<file path="config.mk">
export PLATFORM = sky130hd
export DESIGN_NAME = muldiv_unit
export DESIGN_NICKNAME = d
export VERILOG_FILES = /design/src/rtl/muldiv_unit.sv
export SDC_FILE = /design/constraint.sdc
export NUM_CORES = 1
export LEC_CHECK = 0
export ABC_AREA = 0
export CAP_MARGIN = 20
export CORE_MARGIN = 2
export CORE_UTILIZATION = 32
export DETAILED_ROUTE_END_ITERATION = 8
export GPL_TIMING_DRIVEN = 0
export SYNTH_ARGS = -nofsm -noshare
export SYNTH_HDL_FRONTEND = slang
export SYNTH_SLANG_ARGS = --single-unit
</file>
<file path="constraint.sdc">
create_clock -name clk -period 9.7 [get_ports clk]
set_input_delay 1.94 -clock clk [delete_from_list [all_inputs] [get_ports clk]]
set_output_delay 1.94 -clock clk [all_outputs]
set_load 0.05 [all_outputs]
</file>
<file path="src/rtl/muldiv_unit.sv">
// muldiv_unit: iterative RV32M multiply/divide unit with valid/ready request and result handshakes
module muldiv_unit #(
  parameter int WIDTH = 32
) (
  input  logic             clk,
  input  logic             rst_n,
  input  logic             req_valid,
  output logic             req_ready,
  input  logic [2:0]       funct3,
  input  logic [WIDTH-1:0] A,
  input  logic [WIDTH-1:0] B,
  output logic [WIDTH-1:0] result,
  output logic             Zero,
  output logic             result_valid,
  input  logic             result_ready,
  output logic             busy
);
  localparam int CW = $clog2(WIDTH) + 1;
  localparam logic [1:0] IDLE = 2'd0, CALC = 2'd1, FIX = 2'd2, DONE = 2'd3;
  logic [1:0] state;
  logic [CW-1:0] cnt;
  logic [2:0] op;
  logic neg_q, neg_r;
  logic [WIDTH-1:0] acc, lo, m;
  logic a_neg, b_neg, b_zero, ovf, mul_zero, special;
  logic [WIDTH-1:0] a_mag, b_mag, spec_res, q_f, r_f, fix_res;
  logic [WIDTH:0] mul_sum, div_t, div_d;
  logic [2*WIDTH-1:0] mul_next, div_next, prod_f;
  always_comb begin
    a_neg = A[WIDTH-1] & ~(funct3[0] & (funct3[1] | funct3[2]));
    b_neg = B[WIDTH-1] & (funct3[2] ? ~funct3[0] : ~funct3[1]);
    a_mag = a_neg ? -A : A;
    b_mag = b_neg ? -B : B;
    b_zero = B == '0;
    ovf = funct3[2] & ~funct3[0] & (A == {1'b1, {(WIDTH-1){1'b0}}}) & (&B);
    mul_zero = ~funct3[2] & ((A == '0) | b_zero);
    special = (funct3[2] & b_zero) | ovf | mul_zero;
    spec_res = mul_zero ? '0 : b_zero ? (funct3[1] ? A : '1) : (funct3[1] ? '0 : A);
    mul_sum = {1'b0, acc} + (lo[0] ? {1'b0, m} : '0);
    mul_next = {mul_sum, lo[WIDTH-1:1]};
    div_t = {acc, lo[WIDTH-1]};
    div_d = div_t - {1'b0, m};
    div_next = {div_d[WIDTH] ? div_t[WIDTH-1:0] : div_d[WIDTH-1:0], lo[WIDTH-2:0], ~div_d[WIDTH]};
    prod_f = neg_q ? -{acc, lo} : {acc, lo};
    q_f = neg_q ? -lo : lo;
    r_f = neg_r ? -acc : acc;
    fix_res = op == 3'd0 ? prod_f[WIDTH-1:0] : !op[2] ? prod_f[2*WIDTH-1:WIDTH] : op[1] ? r_f : q_f;
  end
  // acc/lo hold {product hi, lo} for multiply and {remainder, quotient} for divide;
  // cnt starts at all-ones so CALC spends one load cycle before its WIDTH radix-2 steps
  always_ff @(posedge clk)
    if (!rst_n) begin
      state <= IDLE;
      result <= '0;
      Zero <= 1'b0;
    end else if (state == IDLE) begin
      if (req_valid) begin
        op <= funct3;
        neg_q <= a_neg ^ b_neg;
        neg_r <= a_neg;
        m <= funct3[2] ? b_mag : a_mag;
        lo <= funct3[2] ? a_mag : b_mag;
        acc <= '0;
        cnt <= '1;
        state <= special ? DONE : CALC;
        if (special) begin
          result <= spec_res;
          Zero <= spec_res == '0;
        end
      end
    end else if (state == CALC) begin
      cnt <= cnt + CW'(1);
      if (cnt != '1) {acc, lo} <= op[2] ? div_next : mul_next;
      if (cnt == CW'(WIDTH-1)) state <= FIX;
    end else if (state == FIX) begin
      result <= fix_res;
      Zero <= fix_res == '0;
      state <= DONE;
    end else if (result_ready) state <= IDLE;
  assign req_ready = state == IDLE;
  assign busy = state != IDLE;
  assign result_valid = state == DONE;
endmodule

</file>
==> results of run 1 <==
-- worst max-delay path: cells and delay by family --
family          cells  cell delay [ps]
simple gates        6             2700
fa+ha+maj           1              230
compound gates      4              840
buf+inv             3             1070
-- cell type report --
class / instances / area share (%)
multi-input combinational: 1520 / 59.2
sequential: 142 / 22.3
timing repair buffer: 109 / 6.32
tap: 607 / 4.33
buffer: 118 / 2.65
clock buffer: 17 / 2.43
inverter: 76 / 1.63
clock inverter: 15 / 1.11
-- kinds of logic (layout without fill, tap and decap cells) --
kind of cell	Yosys count	count (layout)	synth area share, %
flops	142	142	26.0
mux	118	118	7.90
xor+xnor	179	179	10.4
compound gates	541	541	23.1
buf+inv	194	335	4.99
fa+ha+maj	107	107	8.49
simple gates	575	575	19.1
-- per-stage QoR --
step,hold WS (ps),utilization [%],cells
6_report,506,37.7,2604
5_1_grt,518,37.7,2604
4_1_cts,504,37.7,2603
3_5_place_dp,495,36.4,2571
3_3_place_gp,496,36.2,2567
2_1_floorplan,501,-,1856
-- synthesized netlist by cell type (all sizes together), types with 15 or more instances --
cell type    n
o21ai      138
o211ai      28
o41ai       22
a31oi       22
xnor2      100
nand3       49
o22ai       15
xor2        79
nor4        23
o31ai       29
mux2i      113
nor2       171
a21o        24
or4         25
maj3        31
a211oi      32
nand2b      15
or3         22
nand2      116
nor3        48
buf         20
a21oi      143
ha          74
and3        19
edfxtp     107
inv         73
or2         16
clkbuf      98
nand4       29
dfxtp       35
-- registers in the layout, summed over array words and instances, names as in the netlist --
register / cells
op: 3
acc: 32
neg_r: 1
m: 32
state: 2
cnt: 6
result: 32
Zero: 1
lo: 32
neg_q: 1
-- where the power goes --
group	switching, uW	internal [uW]
logic	1970	1070
clock network	324	372
registers	236	913
total	2530	2350
-- worst paths after layout --
kind,startpoint,end,cells after the start
worst min-delay path,result[6],result[6],2
worst max-delay path,A[0],Zero,14
worst max register to register,lo[0],Zero,15
worst min register to register,result[6],result[6],2
-- per-layer routing --
metal	share of wire [%]	wire length, um	vias to the layer above	track usage (%)
met5	0	0	-	0
li1	-	-	7200	-
met3	8.0	5130	112	3.63
met2	46	29200	784	41.4
met4	3.4	2170	0	9.29
met1	43	27400	7484	35.3
==> metrics.csv, run 1 <==
metric;value;unit
vias in the first global route;14500;
I/O Pins;107;
FMAX;0.157;GHz
Final setup viols;0;
diode count;0;
Placer Congestion;1.00;
Clock Sinks;142;
syn_area_per_cell;8.10;um2
fin crit share;65.8;%
Synth Warn #;0;
die height;221;um
post-route minimum period;6380;ps
Multi-input gate area;0.0104;mm2
CP cell instances;clkdlybuf4s50_1 > inv_1 > ha_1 > or4b_2 > nor3_1 > nand4_1 > nor2_1 > a211oi_1 > a211oi_1 > buf_2 > o2111ai_1 > or4_1 > or3_1 > o31ai_2;
via count;15600;
synthesized instance count;1856;
first-pass GRT wire length;93000;um
Worst R2R Setup Slack;4400;ps
CP Capture Type;flop;
wire per inst;24.5;um
Cell Area, Placed;0.0169;mm2
WP data required;10080;ps
Post-Place Setup Slack;2600;ps
Post-CTS Setup Bufs;0;
Die X;221;um
clk_lat worst skew;460;ps
CP max stage cell;or4b_2;
initial antenna violation count;0;
Pwr Density;279;mW/mm2
die area;0.0487;mm2
post-route cell area;0.0175;mm2
I/O Buffers;104;
Seq cells post-synth;142;
final hold vios;0;
RSZ-0062 raised after global routing;false;
worst setup margin;3320;ps
Register Area;0.00391;mm2
Crit path top cell by count;a211oi_1;
most common cell after layout, fill and taps aside;nor2_1;
post-synth top area share;21.4;%
CTS buffer count;17;
Setup Skew;10.6;ps
fillers;4880;
GR Util All Layers;25.8;%
leakage;0.00644;uW
clk root buf;clkbuf_16;
drt first pass iters;6;
largest area contributor in the netlist;edfxtp_1;
Synth cell types;81;
row cnt;79;
Critical Path Max Stage Delay;670;ps
predominant post-synthesis flop cell;edfxtp_1;
syn_nets;2003;
core area;0.0465;mm2
post-synthesis cell area;0.0150;mm2
outcome;finished clean;
Starting Density;32.4;%
Worst Hold Class;flop to flop;
share of cells above drive strength 1;4.36;%
Max H-tree Level;4;
Final Max Tran Viols;0;
CP Class;input pin to flop;
DP Wirelength;51400;um
final routed DRC violation total;0;
total gr overflow;0;
initial DRC count;1730;
post-CTS sizing;0;
Area growth syn-to-layout;16.6;%
most frequent cells in the layout;nor2_1, a21oi_1, o21ai_0;
TritonCTS clock tree;done;
crit path launch type;input pin;
register area share after synthesis;26.0;%
number of max-cap violations;0;
clk buf depth;2;
largest net degree at the start of global routing;65;
Rel. slew slack;20.8;%
worst slew pin tran;1190;ps
crit path DAT;6760;ps
Post-synth EDFFs;107;
Hold-fix buffers, CTS;0;
Worst-path clk slew;70;ps
post-synthesis async set-or-reset flop share;0;%
largest cells by area after synthesis;edfxtp_1, mux2i_1, ha_1;
setup TNS;0;ps
Max FO, Critical Path;7;
DR vias/cell;5.98;
Design Power;4890;uW
antenna-violating nets left;0;
WL final;63900;um
fin nets;2131;
Max VDD drop;0.134;mV
No activity file was read; power rests on OpenSTA's default activity.
==> run 2, diff against run 1 <==
==> constraint.sdc (replaced) <==
create_clock -name clk -period 6.3 [get_ports clk]
set_input_delay 1.26 -clock clk [delete_from_list [all_inputs] [get_ports clk]]
set_output_delay 1.26 -clock clk [all_outputs]
set_load 0.05 [all_outputs]
==> results of run 2 <==
The final DEF is identical to that of run 1. Status: finished clean.
Among the figures that moved: setup slack after placement 2600 ps -> -122 ps; setup slack after layout 3320 ps -> 601 ps; register-to-register setup slack 4400 ps -> 1000 ps; total power 4890 uW -> 7530 uW; worst IR drop on VDD 0.134 mV -> 0.206 mV
